$ cat src/rtl/reg_bus_arbiter.sv
// reg_bus_arbiter: round-robin sharing of one register port between N_REQ requesters.
// Ports:
//   ipClk, ipReset           clock (rising edge), asynchronous active-low reset
//   ipReqValid/Write         per-requester request and direction (1 = write)
//   ipReqAddress/WrData      packed per-requester address and write data
//   opReqReady               one-cycle accept pulse to the granted requester
//   opRspValid, opRspData    one-cycle read-response pulse and shared read data
//   opAddress/WrData/WrEnable  drive the Registers block
//   ipRdData                 registered read data from the Registers block
//   opBusy                   high whenever a transaction is in flight
module reg_bus_arbiter #(
    parameter int N_REQ  = 2,
    parameter int ADDR_W = 8,
    parameter int DATA_W = 32
) (
    input  logic                     ipClk,
    input  logic                     ipReset,
    input  logic [N_REQ-1:0]         ipReqValid,
    input  logic [N_REQ-1:0]         ipReqWrite,
    input  logic [N_REQ*ADDR_W-1:0]  ipReqAddress,
    input  logic [N_REQ*DATA_W-1:0]  ipReqWrData,
    output logic [N_REQ-1:0]         opReqReady,
    output logic [N_REQ-1:0]         opRspValid,
    output logic [DATA_W-1:0]        opRspData,
    output logic [ADDR_W-1:0]        opAddress,
    output logic [DATA_W-1:0]        opWrData,
    output logic                     opWrEnable,
    input  logic [DATA_W-1:0]        ipRdData,
    output logic                     opBusy
);
    localparam int PW = (N_REQ > 1) ? $clog2(N_REQ) : 1;

    typedef enum logic [1:0] {IDLE, ISSUE, WAIT} state_t;

    state_t              state_q;
    logic [PW-1:0]       ptr_q, gnt_q, gnt_d, ptr_d, idx;
    logic                wr_q, busy_q, we_q, hit;
    logic [N_REQ-1:0]    ready_q, rspv_q;
    logic [DATA_W-1:0]   rsp_q, wd_q;
    logic [ADDR_W-1:0]   addr_q;

    // First valid requester at or above the pointer, wrapping to 0.
    always_comb begin
        gnt_d = ptr_q;
        hit   = 1'b0;
        idx   = '0;
        for (int k = 0; k < N_REQ; k++) begin
            idx = PW'((int'(ptr_q) + k) % N_REQ);
            if (!hit && ipReqValid[idx]) begin
                gnt_d = idx;
                hit   = 1'b1;
            end
        end
        ptr_d = PW'((int'(gnt_d) + 1) % N_REQ);
    end

    always_ff @(posedge ipClk or negedge ipReset) begin
        if (!ipReset) begin
            state_q <= IDLE;
            ptr_q   <= '0;
            gnt_q   <= '0;
            wr_q    <= 1'b0;
            busy_q  <= 1'b0;
            we_q    <= 1'b0;
            ready_q <= '0;
            rspv_q  <= '0;
            rsp_q   <= '0;
            wd_q    <= '0;
            addr_q  <= '0;
        end else begin
            ready_q <= '0;
            rspv_q  <= '0;
            we_q    <= 1'b0;
            case (state_q)
                IDLE: if (|ipReqValid) begin
                    ready_q[gnt_d] <= 1'b1;
                    addr_q  <= ipReqAddress[int'(gnt_d)*ADDR_W +: ADDR_W];
                    wd_q    <= ipReqWrData[int'(gnt_d)*DATA_W +: DATA_W];
                    we_q    <= ipReqWrite[gnt_d];
                    wr_q    <= ipReqWrite[gnt_d];
                    gnt_q   <= gnt_d;
                    ptr_q   <= ptr_d;
                    busy_q  <= 1'b1;
                    state_q <= ISSUE;
                end
                ISSUE: begin
                    busy_q  <= !wr_q;
                    state_q <= wr_q ? IDLE : WAIT;
                end
                WAIT: begin
                    rsp_q         <= ipRdData;
                    rspv_q[gnt_q] <= 1'b1;
                    busy_q        <= 1'b0;
                    state_q       <= IDLE;
                end
                default: begin
                    busy_q  <= 1'b0;
                    state_q <= IDLE;
                end
            endcase
        end
    end

    assign opReqReady = ready_q;
    assign opRspValid = rspv_q;
    assign opRspData  = rsp_q;
    assign opAddress  = addr_q;
    assign opWrData   = wd_q;
    assign opWrEnable = we_q;
    assign opBusy     = busy_q;
endmodule
$ cat config.mk
export PLATFORM = sky130hd
export DESIGN_NAME = reg_bus_arbiter
export DESIGN_NICKNAME = d
export VERILOG_FILES = /design/src/rtl/reg_bus_arbiter.sv
export SDC_FILE = /design/constraint.sdc
export NUM_CORES = 1
export LEC_CHECK = 0
export BUFFER_PORTS_ARGS = -buffer_cell sky130_fd_sc_hd__buf_2
export CAP_MARGIN = 20
export CORE_MARGIN = 5
export CORE_UTILIZATION = 45
export DETAILED_ROUTE_END_ITERATION = 8
export GPL_ROUTABILITY_DRIVEN = 0
export PLACE_DENSITY = 0.8
export SYNTH_ARGS = -nofsm -noshare
export SYNTH_HDL_FRONTEND = slang
export SYNTH_SLANG_ARGS = --single-unit
$ cat constraint.sdc
create_clock -name ipClk -period 1.69 [get_ports ipClk]
set_input_delay 0 -clock ipClk [delete_from_list [all_inputs] [get_ports ipClk]]
set_output_delay 0 -clock ipClk [all_outputs]
set_load 0.005 [all_outputs]
==> results of run 1 <==
[state kept, by name (all words and copies together) (netlist names)]
register    cells
opBusy          1
opRspData      32
wr_q            1
opWrData       32
state_q         2
opRspValid      2
opAddress       8
opReqReady      2
ptr_q           1
gnt_q           1
opWrEnable      1
[cell families after synthesis]
kind of cell	after synthesis
buffers and inverters	34
and+or+nand+nor	27
DFF	83
muxes	32
AOI/OAI and AO/OA	103
[report_power, final]
| part | total (W) | internal, W | switching, W | leakage (nW) |
|---|---|---|---|---|
| logic | 0.00433 | 0.00225 | 0.00208 | 1.81 |
| clock network | 0.00183 | 0.00116 | 0.000668 | 0.132 |
| registers | 0.00353 | 0.00297 | 0.000554 | 1.01 |
[layout make-up]
class	count	area (µm²)
multi-input combinational	162	1370
tap	102	128
clock buffer	10	138
timing repair buffer	325	2300
inverter	5	18.8
fill	432	1610
clock inverter	5	125
sequential	83	2080
[through the flow]
stage | util, % | setup slack, ps | cell area (µm²) | hold slack [ps]
floorplan | - | 197 | 3620 | -296
global route | 79.3 | 39.3 | 6160 | 41.4
global placement | 61.0 | 168 | 4740 | 7.10
CTS | 79.2 | 93.3 | 6150 | 26.1
finish | 79.3 | 116 | 6160 | 51.9
detailed placement | 61.0 | 103 | 4740 | 21.4
[timing repair]
action | in CTS | in global routing
endpoints found under the setup margin | 0 | 1
endpoints found under the hold margin | 114 | 0
hold buffers | 115 | 0
gates resized for setup | 0 | 1
[worst max-delay path, stage by stage (launching register included)]
cell and delay, ps:
dfrtp_1 430, or2_1 380, a211oi_4 290, buf_12 210, a221o_1 190
[metal layers]
| layer | vias to the layer above | part of all wire [%] | global-route usage [%] |
|---|---|---|---|
| li1 | 1700 | - | - |
| met3 | 63 | 11 | 8.27 |
| met1 | 1828 | 37 | 32.5 |
| met4 | 0 | 5.0 | 13.6 |
| met5 | - | 0 | 0 |
| met2 | 298 | 48 | 44.9 |
[cells in the mapped netlist]
| master | number | area [µm²] |
|---|---|---|
| a211oi_4 | 2 | 40.0 |
| a21boi_0 | 25 | 188 |
| a21o_1 | 1 | 7.51 |
| a21o_2 | 1 | 8.76 |
| a221o_1 | 18 | 180 |
| a221o_2 | 7 | 78.8 |
| a221oi_1 | 1 | 8.76 |
| buf_2 | 5 | 25.0 |
| buf_4 | 2 | 15.0 |
| buf_6 | 5 | 56.3 |
| clkbuf_1 | 17 | 63.8 |
| clkinv_1 | 2 | 7.51 |
| dfrtp_1 | 83 | 2080 |
| inv_1 | 2 | 7.51 |
| inv_2 | 1 | 3.75 |
| mux2_2 | 32 | 360 |
| nand2_1 | 2 | 7.51 |
| nand3_1 | 16 | 80.1 |
| nor2_1 | 5 | 18.8 |
| nor3b_1 | 1 | 7.51 |
| o2111ai_1 | 32 | 280 |
| o21ai_0 | 16 | 80.1 |
| or2_1 | 2 | 12.5 |
| or2b_1 | 1 | 7.51 |
[worst paths after layout]
kind | startpoint | endpoint | slack [ps] | depth (start not counted)
min | ipReqValid[1] | opWrData[27] | 50 | 3
min reg2reg | wr_q | state_q[1] | 500 | 1
max in group asynchronous | ipReset | opRspData[1] | 890 | 3
max reg2reg | state_q[1] | opWrData[9] | 120 | 4
max | state_q[1] | opWrData[9] | 120 | 4
min in group asynchronous | ipReset | opAddress[3] | 180 | 2
==> impl_results.md, run 1 <==
- Run status: finished clean
- Maxcap violations: 0
- Area Growth Syn to Fin: 69.9%
- CTS Buffer Depth: 2
- Post-synthesis mux area share: 9.95%
- Critical path type: flop to flop
- Site Rows: 32
- Initial antenna violation count: 0
- First-pass GRT wire length: 21300 µm
- Worst VDD drop: 1.08 mV
- Clock Pin Slew Worst Setup and Hold Paths: 80 ps
- Main combinational cell family by area after synthesis: compound AO/OA/AOI/OAI gates
- Root Buffer: clkbuf_8
- Most common cell after layout, fill and taps aside: buf_2
- Largest net degree at the start of global routing: 59
- Total power: 0.00969 W
- Inserted Clock Buffers: 9
- Core ar.: 7770 µm²
- Syn nets: 397
- CTS HTree Levels: 3
- CP Max Fanout: 27
- Hold Fails Final Rpt: 0
- Synth warn: 0
- DR pass1 iterations: 4
- GR Overflow Total: 0
- F_max: 635 MHz
- Iter 0 DRT Violations: 240
- CP Launch Type: flop
- Compound-cell area share of the yosys netlist: 24.1%
- Synth Area per Inst: between 10 and 15 µm²
- Worst-skew pair later-pin latency: 340 ps
- CP Capture Type: flop
- Number of I/O pins: ~200
- Final Cycle Share: 93.2%
- DRC violations left: 0
- PwrDens: 1570 nW/µm²
- LEAKAGE: between 2 and 3 nW
- Count of pins over their slew limit: 0
- Starting density of the core: 46.6%
- Fin nets: between 700 and 800
- Tot GR Track Use: 27.3%
- Post-route minimum period: ~1600 ps
- Hold crit path type: primary input to flop
- Vias per inst: 5.62
- Worst EP arrival: 1850 ps
- Xor and xnor area share after synthesis: 0%
- Via total after detailed routing: between 3000 and 4000
- Inserted Diodes: 0
- Avg WL per Cell: slightly below 20 µm
- Final wirelength: 13500 µm
- Placed cell count: 562
- Post-synthesis sequential area ratio: 57.3%
- Cells after synthesis: 279
- Mapped Area: 3620 µm²
- CTS tree: built
- Die W: 99.7 µm
- Most frequent cells in the layout: buf_2 (194), dlygate4sd3_1 (115), dfrtp_1 (83)
- Synth Area in Adders: 0%
- Distinct cells, synth: 24
- Final Skew: 8.65 ps
- Number of buffers added on ports: between 150 and 200
- Vias in the first global route: roughly 4200
- RSZ-0062 raised after global routing: false
- Simple-gate share of the synthesized area: 3.70%
- Critical path required time: 1960 ps
- Final HPWL DP: 7840 µm
- #FFs+latches synth: between 80 and 90
- Post-Layout Cell Count: 692
- # Post-CTS Setup Buffers: 0
- Post-DRT Antenna Nets: 0
- Slew headroom: 32.4%
- Clock Sinks: 83
- Die H: 99.7 µm
- Worst Max-Slew Pin Slew: 1010 ps
- Die area: 9940 µm²
- Finish-stage setup viols: 0
- Share of layout cells above drive strength 1: 45.6%
- Setup TNS: 0 ps
No activity file was read; power rests on OpenSTA's default activity.
==> run 2: changes to the inputs <==
Settings changed: CORE_UTILIZATION 45 to 40, PLACE_DENSITY 0.8 to 0.76.
Clock period 1.69 ns to 1.35 ns, I/O delays scaled along.
==> run 2 against run 1 <==
Against the previous run: the flow now finishes with violations (setup timing); critical path type unchanged; first-iteration DRC count up 2.1%; non-clock buffer count is 7 higher; flip-flop and latch count unchanged; combinational power up 35%; sequential share of layout area shrank 0.51 points; wire length is 2.3% higher; die area rose by 11%; fmax up 9.0%; highest routed layer unchanged; via count rose by 1.0%.
==> impl_results.md, run 2 (synthesis gave the netlist of run 1 again) <==
- Clock Pin Slew Worst Setup and Hold Paths: 90 ps (about the same)
- Setup TNS: -2070 ps (-2070 ps)
- Number of buffers added on ports: 195 (unchanged)
- Worst VDD drop: 1.11 mV (+3.2%)
- CP max stage delay: 390 ps (-40 ps)
- CP Launch Type: flop
- Post-DRT Antenna Nets: 0 (unchanged)
- Root Buffer: clkbuf_8
- Avg WL per Cell: 19.6 µm (+0.26%)
- CTS HTree Levels: 3 (unchanged)
- CP Capture Type: flop
- Vias per inst: 5.57 (-0.97%)
- Slew headroom: 14.7% (-18 points)
- Worst setup margin: -94.3 ps (-210 ps)
- Number of I/O pins: 196 (unchanged)
- Critical path type: flop to flop
- Worst Setup SP: state_q[0]
- LEAKAGE: 3.00 nW (+1.7%)
- Die H: 105 µm (+5.5%)
- Final Cycle Share: 107% (+14 points)
- Largest net degree at the start of global routing: 37 (-37%)
- Tot GR Track Use: 24.8% (-2.6 points)
- Fin nets: 711 (+0.99%)
- GR Overflow Total: 0 (unchanged)
- Post-route minimum period: 1440 ps (-130 ps)
- Area post-placement: 4780 µm² (+0.90%)
- Die W: 105 µm (+5.5%)
- Via total after detailed routing: 3929 (+1.0%)
- DRC violations left: 0 (unchanged)
- Inserted Diodes: 0 (unchanged)
- Site Rows: 34 (+6.3%)
- Most frequent cells in the layout: buf_2 (194), dlygate4sd3_1 (116), dfrtp_1 (82)
- Area Growth Syn to Fin: 72.7%
- Count of pins over their slew limit: 0 (unchanged)
- CP Max Fanout: 31 (+15%)
- Share of layout cells above drive strength 1: 46.8% (+1.2 points)
- Maxcap violations: 0 (unchanged)
- Worst EP arrival: 1660 ps (-190 ps)
- Core ar.: 8760 µm² (+13%)
- Worst reg2reg endpoint: opWrData[6]
- Post-Layout Cell Count: 706 (+2.0%)
- Most common cell after layout, fill and taps aside: buf_2
- Finish-stage setup viols: 52 (+52)
- Cell breakdown of the critical path: buf_4 -> nor2_4 -> buf_12 -> a21boi_0 -> a221o_1
- Failing checks: setup timing
- Iter 0 DRT Violations: 245 (+2.1%)
- CTS tree: built
- CP max-delay cell: dfrtp_1
- Post-layout instance area: 6250 µm² (+1.6%)
- Critical path required time: 1570 ps (-390 ps)
- Final core occ: 71.4% (-7.9 points)
- Final Skew: 15.3 ps (+6.62 ps)
- Die area: 11100 µm² (+11%)
- RSZ-0062 raised after global routing: true
- Hold Slack: 158 ps (+106 ps)
- Placed cell count: 571 (+1.6%)
- Clock Sinks: 83 (unchanged)
- Starting density of the core: 41.3% (-5.3 points)
- Reg2Reg Depth: 5 (+1)
- F_max: 692 MHz (+9.0%)
- Vias in the first global route: 4163 (-0.38%)
- PwrDens: 1960 nW/µm² (+24%)
- Hold Fails Final Rpt: 0 (unchanged)
- Final HPWL DP: 7450 µm (-4.9%)
- Final wirelength: 13900 µm (+2.3%)
- CTS Buffer Depth: 2 (unchanged)
- DR pass1 iterations: 5 (+1)
- Worst Max-Slew Pin Slew: 1280 ps (+265 ps)
- Worst-skew pair later-pin latency: 340 ps (about the same)
- First-pass GRT wire length: 22100 µm (+3.7%)
- Initial antenna violation count: 0 (unchanged)
- Inserted Clock Buffers: 9 (unchanged)
- Hold crit path type: primary input to asynchronous set/reset pin
- Run status: complete, but fails checks
- Worst R2R Start: state_q[0]
- Flop2flop setup slack: -90 ps (-210 ps)
run 2: cell count changes in the layout (fill, tap and decap cells not counted), sizes merged:
| cell | before | now |
|---|---|---|
| buf | 210 | 215 |
| bufinv | 4 | 2 |
| clkbuf | 10 | 11 |
| clkinv | 3 | 4 |
| clkinvlp | 0 | 1 |
| dlygate4sd3 | 115 | 116 |
| inv | 3 | 4 |
run 2: final cells by class:
type	instances	area, µm²
clock buffers	10	138
well taps	108	135
clock inverters	6	86.3
repair buffers	332	2400
fillers	557	2510
inverters	5	18.8
flip-flops and latches	83	2080
multi-input cells	162	1400
run 2: report_power, final:
part / leakage (nW) / switching [W] / total (W) / internal (W)
Sequential: 1.00 / 0.000684 / 0.00441 / 0.00372
Clock: 0.113 / 0.000891 / 0.00198 / 0.00109
Combinational: 1.89 / 0.00272 / 0.00585 / 0.00313
run 2: per-layer routing:
layer	vias to the layer above	share of wire [%]	global-route usage (%)
met3	66	9.7	7.64
li1	1718	-	-
met5	-	0	0
met2	292	48	39.6
met1	1853	37	29.6
met4	0	5.4	13.8
run 2: worst max path at each step:
stage,endpoint,slack (ps)
2_1_floorplan,opWrData[0],-90
3_3_place_gp,opWrData[13],-70
3_5_place_dp,opAddress[1],-130
4_1_cts,opWrData[9],-60
5_1_grt,opWrData[6],-150
6_report,opWrData[6],-90
run 2: critical path, delay by kind of cell (launching register included):
family          cells  cell delay, ps
buf+inv             2             350
flops               1             390
compound gates      2             470
simple gates        1             110
run 2: stage by stage:
stage	setup WS, ps	power (W)
2_1_floorplan	-93.5	0.00724
3_3_place_gp	-71.9	0.00932
3_5_place_dp	-129	0.00952
4_1_cts	-57.3	0.0118
5_1_grt	-147	0.0130
6_report	-94.3	0.0122
run 2: timing repair:
item,4_1_cts,5_1_grt
resized for setup,8,22
gates cloned,0,2
endpoints found under the setup margin,73,75
buffers inserted,0,1
pin swaps,9,0
hold buffers,116,0
hold endpoints to repair,141,0
